[src/rtl/sop_table_scan.sv]
// sop_table_scan: walks every row of an N-input truth table, one row per clock,
// emitting the row index, the SoP/PoS function value and a running count of
// true rows, then pulses done with the final count.
module sop_table_scan #(
  parameter int N = 4,
  localparam int M = 1 << N
) (
  input  logic         clk,
  input  logic         reset,
  input  logic         start,
  input  logic         mode,
  input  logic [M-1:0] mask,
  input  logic         hold,
  output logic         busy,
  output logic         valid,
  output logic [N-1:0] m,
  output logic         s,
  output logic         done,
  output logic [N:0]   ones
);

  typedef enum logic {IDLE, SCAN} state_t;

  localparam logic [N-1:0] LAST_ROW = N'(M - 1);

  state_t       state_q, state_d;
  logic [M-1:0] lmask_q, lmask_d;
  logic         lmode_q, lmode_d;
  logic         busy_q,  busy_d;
  logic         valid_q, valid_d;
  logic [N-1:0] m_q,     m_d;
  logic         s_q,     s_d;
  logic         done_q,  done_d;
  logic [N:0]   ones_q,  ones_d;

  logic [N-1:0] m_inc;
  logic         f_inc;
  logic         f_zero;

  // Row 0 is evaluated from the live inputs because it is emitted on the same
  // edge that latches them; later rows come from the latched copy.
  assign m_inc  = m_q + N'(1);
  assign f_inc  = lmask_q[m_inc] ^ lmode_q;
  assign f_zero = mask[0] ^ mode;

  // Next-state and next-output decode for the scan sequencer.
  always_comb begin
    state_d = state_q;
    lmask_d = lmask_q;
    lmode_d = lmode_q;
    busy_d  = busy_q;
    valid_d = 1'b0;
    m_d     = m_q;
    s_d     = s_q;
    done_d  = 1'b0;
    ones_d  = ones_q;

    case (state_q)
      IDLE: begin
        // A start during the done cycle is ignored; the next edge is the first
        // that can launch a new scan.
        if (start && !done_q) begin
          state_d = SCAN;
          lmask_d = mask;
          lmode_d = mode;
          m_d     = '0;
          s_d     = f_zero;
          ones_d  = (N+1)'(f_zero);
          valid_d = 1'b1;
          busy_d  = 1'b1;
        end
      end
      SCAN: begin
        if (!hold) begin
          if (m_q == LAST_ROW) begin
            state_d = IDLE;
            done_d  = 1'b1;
            busy_d  = 1'b0;
          end else begin
            m_d     = m_inc;
            s_d     = f_inc;
            ones_d  = ones_q + (N+1)'(f_inc);
            valid_d = 1'b1;
          end
        end
      end
      default: begin
        state_d = IDLE;
        busy_d  = 1'b0;
      end
    endcase
  end

  // State and output registers; synchronous reset has priority over start.
  always_ff @(posedge clk) begin
    if (reset) begin
      state_q <= IDLE;
      lmask_q <= '0;
      lmode_q <= 1'b0;
      busy_q  <= 1'b0;
      valid_q <= 1'b0;
      m_q     <= '0;
      s_q     <= 1'b0;
      done_q  <= 1'b0;
      ones_q  <= '0;
    end else begin
      state_q <= state_d;
      lmask_q <= lmask_d;
      lmode_q <= lmode_d;
      busy_q  <= busy_d;
      valid_q <= valid_d;
      m_q     <= m_d;
      s_q     <= s_d;
      done_q  <= done_d;
      ones_q  <= ones_d;
    end
  end

  assign busy  = busy_q;
  assign valid = valid_q;
  assign m     = m_q;
  assign s     = s_q;
  assign done  = done_q;
  assign ones  = ones_q;

endmodule

[config.mk]
export PLATFORM = sky130hd
export DESIGN_NAME = sop_table_scan
export DESIGN_NICKNAME = d
export VERILOG_FILES = /design/src/rtl/sop_table_scan.sv
export SDC_FILE = /design/constraint.sdc
export NUM_CORES = 1
export LEC_CHECK = 0
export ABC_AREA = 1
export BUFFER_PORTS_ARGS = -buffer_cell sky130_fd_sc_hd__buf_2
export CORE_MARGIN = 1.5
export CORE_UTILIZATION = 52
export CTS_CLUSTER_SIZE = 30
export DETAILED_ROUTE_END_ITERATION = 10
export PLACE_DENSITY = 0.78
export SLEW_MARGIN = 20
export SYNTH_ARGS = -nofsm -noshare
export SYNTH_HDL_FRONTEND = slang
export SYNTH_SLANG_ARGS = --single-unit
export TNS_END_PERCENT = 1
[constraint.sdc]
create_clock -name clk -period 2.99 [get_ports clk]
set_input_delay 0.7475 -clock clk [delete_from_list [all_inputs] [get_ports clk]]
set_output_delay 0.7475 -clock clk [all_outputs]
set_load 0.05 [all_outputs]
---- After elaboration in Yosys (flattened, before gate mapping) ----
Cells that the tools add are included.
word-level totals
  flip-flop bits (word level) ............. 31
  bits of input ports ..................... 21
  output and inout port bits .............. 13
  word-level logic and storage cells ...... 51
operators by class
  add/subtract/negate cells ............... 2
  order comparisons ....................... 1
  equality and inequality tests ........... 5
  multiplexer cells ....................... 25
  bitwise operators ....................... 3
  reduce and logical (&&, ||, !) cells .... 6
operator list
  kind                                                        count
  two-way mux 5 bit                                           3
  two-way mux 1 bit                                           12
  two-way mux 4 bit                                           3
  one-hot mux 5 bit (2 select lines)                          1
  one-hot mux 1 bit (2 select lines)                          4
  one-hot mux 4 bit (2 select lines)                          1
  inequality test 2 bit, second input constant                3
  AND reduction 3 bit                                         2
  adder 5 x 1 -> 5 bit                                        1
  less-than comparator 4 x 5 -> 1 bit, second input constant  1
  adder 4 x 1 -> 4 bit, second input constant                 1
  binary-select mux 1 bit (select 4 bit)                      1
  equality test 4 bit, second input constant                  1
  OR reduction 3 bit                                          1
  inequality test 2 x 1 -> 1 bit, second input constant       1
  AND reduction 2 bit                                         1
  bitwise XOR 1 bit                                           2
  logical AND 1 bit                                           1
  logical NOT 1 bit                                           1
  NOT 1 bit                                                   1

---- Longest topological paths before layout ----
  word-level depth ........................ 8
  mapped depth ............................ 14
  mapped depth without buffers ............ 14

---- Worst setup path before layout ----
Ideal clock, no wire load.
  path kind ............................... register to register
  from .................................... register m_q[0], in the netlist m[0]
  to ...................................... register ones_q[4], in the netlist ones[4]
  setup time .............................. 0.117 ns
  data arrival time ....................... 2.420 ns
  required time ........................... 2.873 ns
  slack ................................... 0.453 ns
  stages on the path, launching flop included .. 13
  period minus slack after synthesis ...... 2.537 ns
  cells stage by stage .................... dfxtp_1 > ha_1 > xor2_1 > nand3_1 > nand3_2 > nand3_1 > and2_1 > ha_1 > ha_1 > and3_1 > nand2_1 > nand2_1 > nor3b_2
between the ends
  word-level cells in the longest chain between the ends .. 8
  elaborated cells between the ends (all ways) .. 11
  those cells by class .................... add/sub: 2; eq/ne: 2; mux: 5; bitwise: 1; reduce/logical: 1
RTL lines
  item                                     line  source
  from (decl)                              31    logic [N-1:0] m_q, m_d;
  from (signal assigned)                   112   m_q <= m_d;
  adder 4 x 1 -> 4 bit                     42    assign m_inc = m_q + N'(1);
  binary-select mux 1 bit (select 4 bit)   43    assign f_inc = lmask_q[m_inc] ^ lmode_q;
  two-way mux 1 bit (implied by the code)  43
  bitwise XOR 1 bit                        43
  adder 5 x 1 -> 5 bit                     82    ones_d = ones_q + (N+1)'(f_inc);
  two-way mux 5 bit                        75    if (m_q == LAST_ROW) begin
  two-way mux 5 bit                        74    if (!hold) begin
  one-hot mux 5 bit (2 select lines)       58    case (state_q)
  to (signal assigned)                     115   ones_q <= ones_d;
  to (decl)                                34    logic [N:0] ones_q, ones_d;
Several ways; a longest one is shown, not always the timed one. The select of a mux whose other input is x is not followed.
A chain may end at the register's enable or synchronous reset.

---- Worst setup path after layout ----
  from .................................... register m_q[1], in the netlist m[1]
  to ...................................... register ones_q[4], in the netlist ones[4]
The elaborated chain is that of the path after synthesis.

==> impl_metrics.csv <==
group,metric,value,unit
finish,final_cells,252,
power,pwr-share-clk,30.4,%
floorplanning,die_w,55.7,um
power,intPower,0.000636,W
synthesis,ys_seq_area_share,43.0,%
setup_path,cp_common_cell,"ha_1",
setup_path,critical_path_class,"reg2reg",
cts,worstSkewPairLatency,340,ps
power,pwr-share-comb,19.4,%
setup_path,cp_slowest_cell,"dfxtp_1",
cts,cts_hold_buf,0,
sta,tns,0,ps
synthesis,synth_fa_ha_area_share,2.60,%
synthesis,synth_top_area_cell,"dfxtp_1",
route,finalWirelength,3150,um
sta,final_max_slew_viol_count,0,
cts,clkTransAtPathRegs,100,ps
cts,cts_tree,"built",
synthesis,yosys_warnings,0,
power,power_leakage,0.805,nW
route,drt_pass1_iterations,4,
place,dp_hpwl,2360,um
finish,post-route-util,65.9,%
worst_hold_path,min_path_type,"reg2reg",
power,p_seq_share,50.2,%
power,power_density,540,nW/um^2
sta,setup_viol,0,
setup_path,crit_chain,"ha_1 -> xor2_1 -> nand3_1 -> nand3_2 -> nand3_1 -> and2_1 -> ha_1 -> ha_1 -> and3_1 -> nand2_1 -> nand2_1 -> nor3b_2",
power,switchingPower,0.000270,W
floorplanning,io_pins,34,
floorplanning,die_y,55.7,um
setup_path,required,3220,ps
finish,final_cell_mix,"buf_2 (33), dfxtp_1 (31), inv_1 (27), a21oi_1 (27), nand2_1 (25)",
global_route,grt_max_degree,38,
route,vias_per_cell,5.35,
cts,clock_path_buffers,2,
global_route,grt_use_total,22.7,%
synthesis,synth_xor_area_share,2.95,%
setup_path,cp_slowest_stage_delay,380,ps
sta,skew,10.8,ps
power,ir_drop,455,uV
power,swShare,29.8,%
global_route,antenna_found_initial,0,
synthesis,synth-seq-cells,31,
global_route,grt-ovfl-total,0,
floorplanning,start_util,56.7,%
setup_path,path_max_fanout,4,
floorplanning,dieArea,3100,um^2
sta,hold_viol_final,0,
cts,cts_htree_levels,2,
setup_path,critPathCaptureType,"register",
global_route,grt_pass1_vias,1274,
finish,final_net_count,245,
sta,layout_min_cycle_time,2440,ps
synthesis,muxShareOfSynthArea,0,%
finish,fill_cells,252,
setup_path,arrival,2670,ps
global_route,grt_pass1_wl,5540,um
synthesis,ys_types,27,
route,drc_errors,0,
cts,cts_resized,0,
synthesis,syn_avg_cell_area,7.67,um^2
synthesis,synth-simple-area-share,22.1,%
route,dr.first_iter.drc_count,43,
run,max_cap_viol_count,0,
cts,cts.sinks,31,
sta,rsz0062_at_grt,"no",
finish,syn2layout_area_growth,16.3,%
floorplanning,core_area,2540,um^2
synthesis,synth_compound_area_share,19.0,%
synthesis,syn-cell-area,1440,um^2
route,vias,1348,
setup_path,cp_num_buf_inv,0,
finish,layout-drive-gt1-share,23.9,%
sta,fin_crit_sh,81.6,%
synthesis,synth_nets,212,
floorplanning,num_rows,18,
route,wl_per_cell,12.5,um
power,power.total,0.000906,W
route,ant_nets,0,
finish,antennaDiodeCount,0,
synthesis,yosysTopAreaCellShare,43.0,%
run_status,status,"finished, final reports clean",
cts,root_buffer,"clkbuf_4",
place,gp_congestion,0.848,
place,place_inst,244,
synthesis,synth.top_cells.by_area,"dfxtp_1 (43%), a21oi_1 (9.4%), o21ai_0 (8.0%), inv_1 (7.0%), nand2_1 (6.5%)",
place,port_buffers,33,
sta,fmax,410,MHz
setup_path,cp-start-kind,"register",
synthesis,synth_top_family_by_area,"simple AND/OR/NAND/NOR gates",
sta,tightest_slew,591,ps
cts,cts_buffers,5,
sta,timing.slew.headroom,60.6,%
finish,layout.cells.most_common,"buf_2",
synthesis,syn_inst,188,
cts,postCtsSetupRepairBufs,0,
setup_path,critical_path.top_delay_family,"simple AND/OR/NAND/NOR gates",
==> tightest hold or removal path: cells and delay by family (launching register included) <==
| family | cells | cell delay [ps] |
|---|---|---|
| buf+inv | 1 | 60 |
| compound gates | 1 | 50 |
| flops | 1 | 310 |
==> per-layer routing <==
metal	wire (um)	vias to the layer above	global-route usage (%)
li1	-	686	-
met1	1390	623	26.7
met2	1530	32	38.3
met3	171	7	8.14
met4	60	0	7.32
met5	0	-	0
==> layout make-up <==
class | instances | area (um^2) | share of cell area [%]
Multi-Input combinational cell | 121 | 673 | 40.1
Sequential cell | 31 | 621 | 37.0
Tap cell | 30 | 37.5 | 2.24
Inverter | 28 | 105 | 6.26
Clock buffer | 8 | 68.8 | 4.10
Timing Repair Buffer | 34 | 173 | 10.3
==> Yosys cell counts <==
cell type  count
clkbuf_1       4
xnor2_1        1
nor3b_2        1
and2_1         1
xor2_1         2
buf_2          2
and3_1         3
nand3_4        1
nand3_1       16
dfxtp_1       31
inv_1         27
inv_2          1
o21ai_0       23
nand2_2        3
o31ai_1        1
xnor2_2        1
a21oi_2        1
buf_6          1
nand3_2        4
buf_4          1
nor4_1         1
ha_1           3
a21oi_1       27
nor3_1         2
nand2_1       25
a21o_1         1
nor2_1         4
==> sequential cells by signal, summed over array words and instances (netlist names) <==
register  flops
lmask_q      16
ones          5
valid         1
lmode_q       1
m             4
busy          1
state_q       1
done          1
s             1
==> through the flow <==
step                      area [um^2]  worst slack [ps]  hold WS [ps]
after detailed placement         1610               648           451
after floorplan                  1440               453           429
after global placement           1610               740           432
after CTS                        1680               598           464
after global routing             1680               389           493
final                            1680               549           463
==> worst paths after layout <==
path / endpoint / slack [ps] / startpoint / cells past startpoint
min reg2reg: lmask_q[15] / 460 / lmask_q[15] / 2
max: ones[4] / 550 / m[1] / 12
min: lmask_q[15] / 460 / lmask_q[15] / 2
max reg2reg: ones[4] / 550 / m[1] / 12
==> power groups by stage <==
stage / clock network, W / registers [W] / logic (W)
5_1_grt: 0.000304 / 0.000458 / 0.000198
2_1_floorplan: 0 / 0.000489 / 0.000105
3_5_place_dp: 0 / 0.000464 / 0.000175
4_1_cts: 0.000280 / 0.000455 / 0.000175
3_3_place_gp: 0 / 0.000463 / 0.000169
6_report: 0.000276 / 0.000455 / 0.000176
==> cell families after synthesis <==
group                    count (synthesis)
XOR/XNOR                                 4
AND/OR/NAND/NOR                         61
adder cells (fa/ha/maj)                  3
buffers and inverters                   36
flip-flops                              31
AO/OA/AOI/OAI                           53
Note: power is estimated with default switching activity, not from simulation.
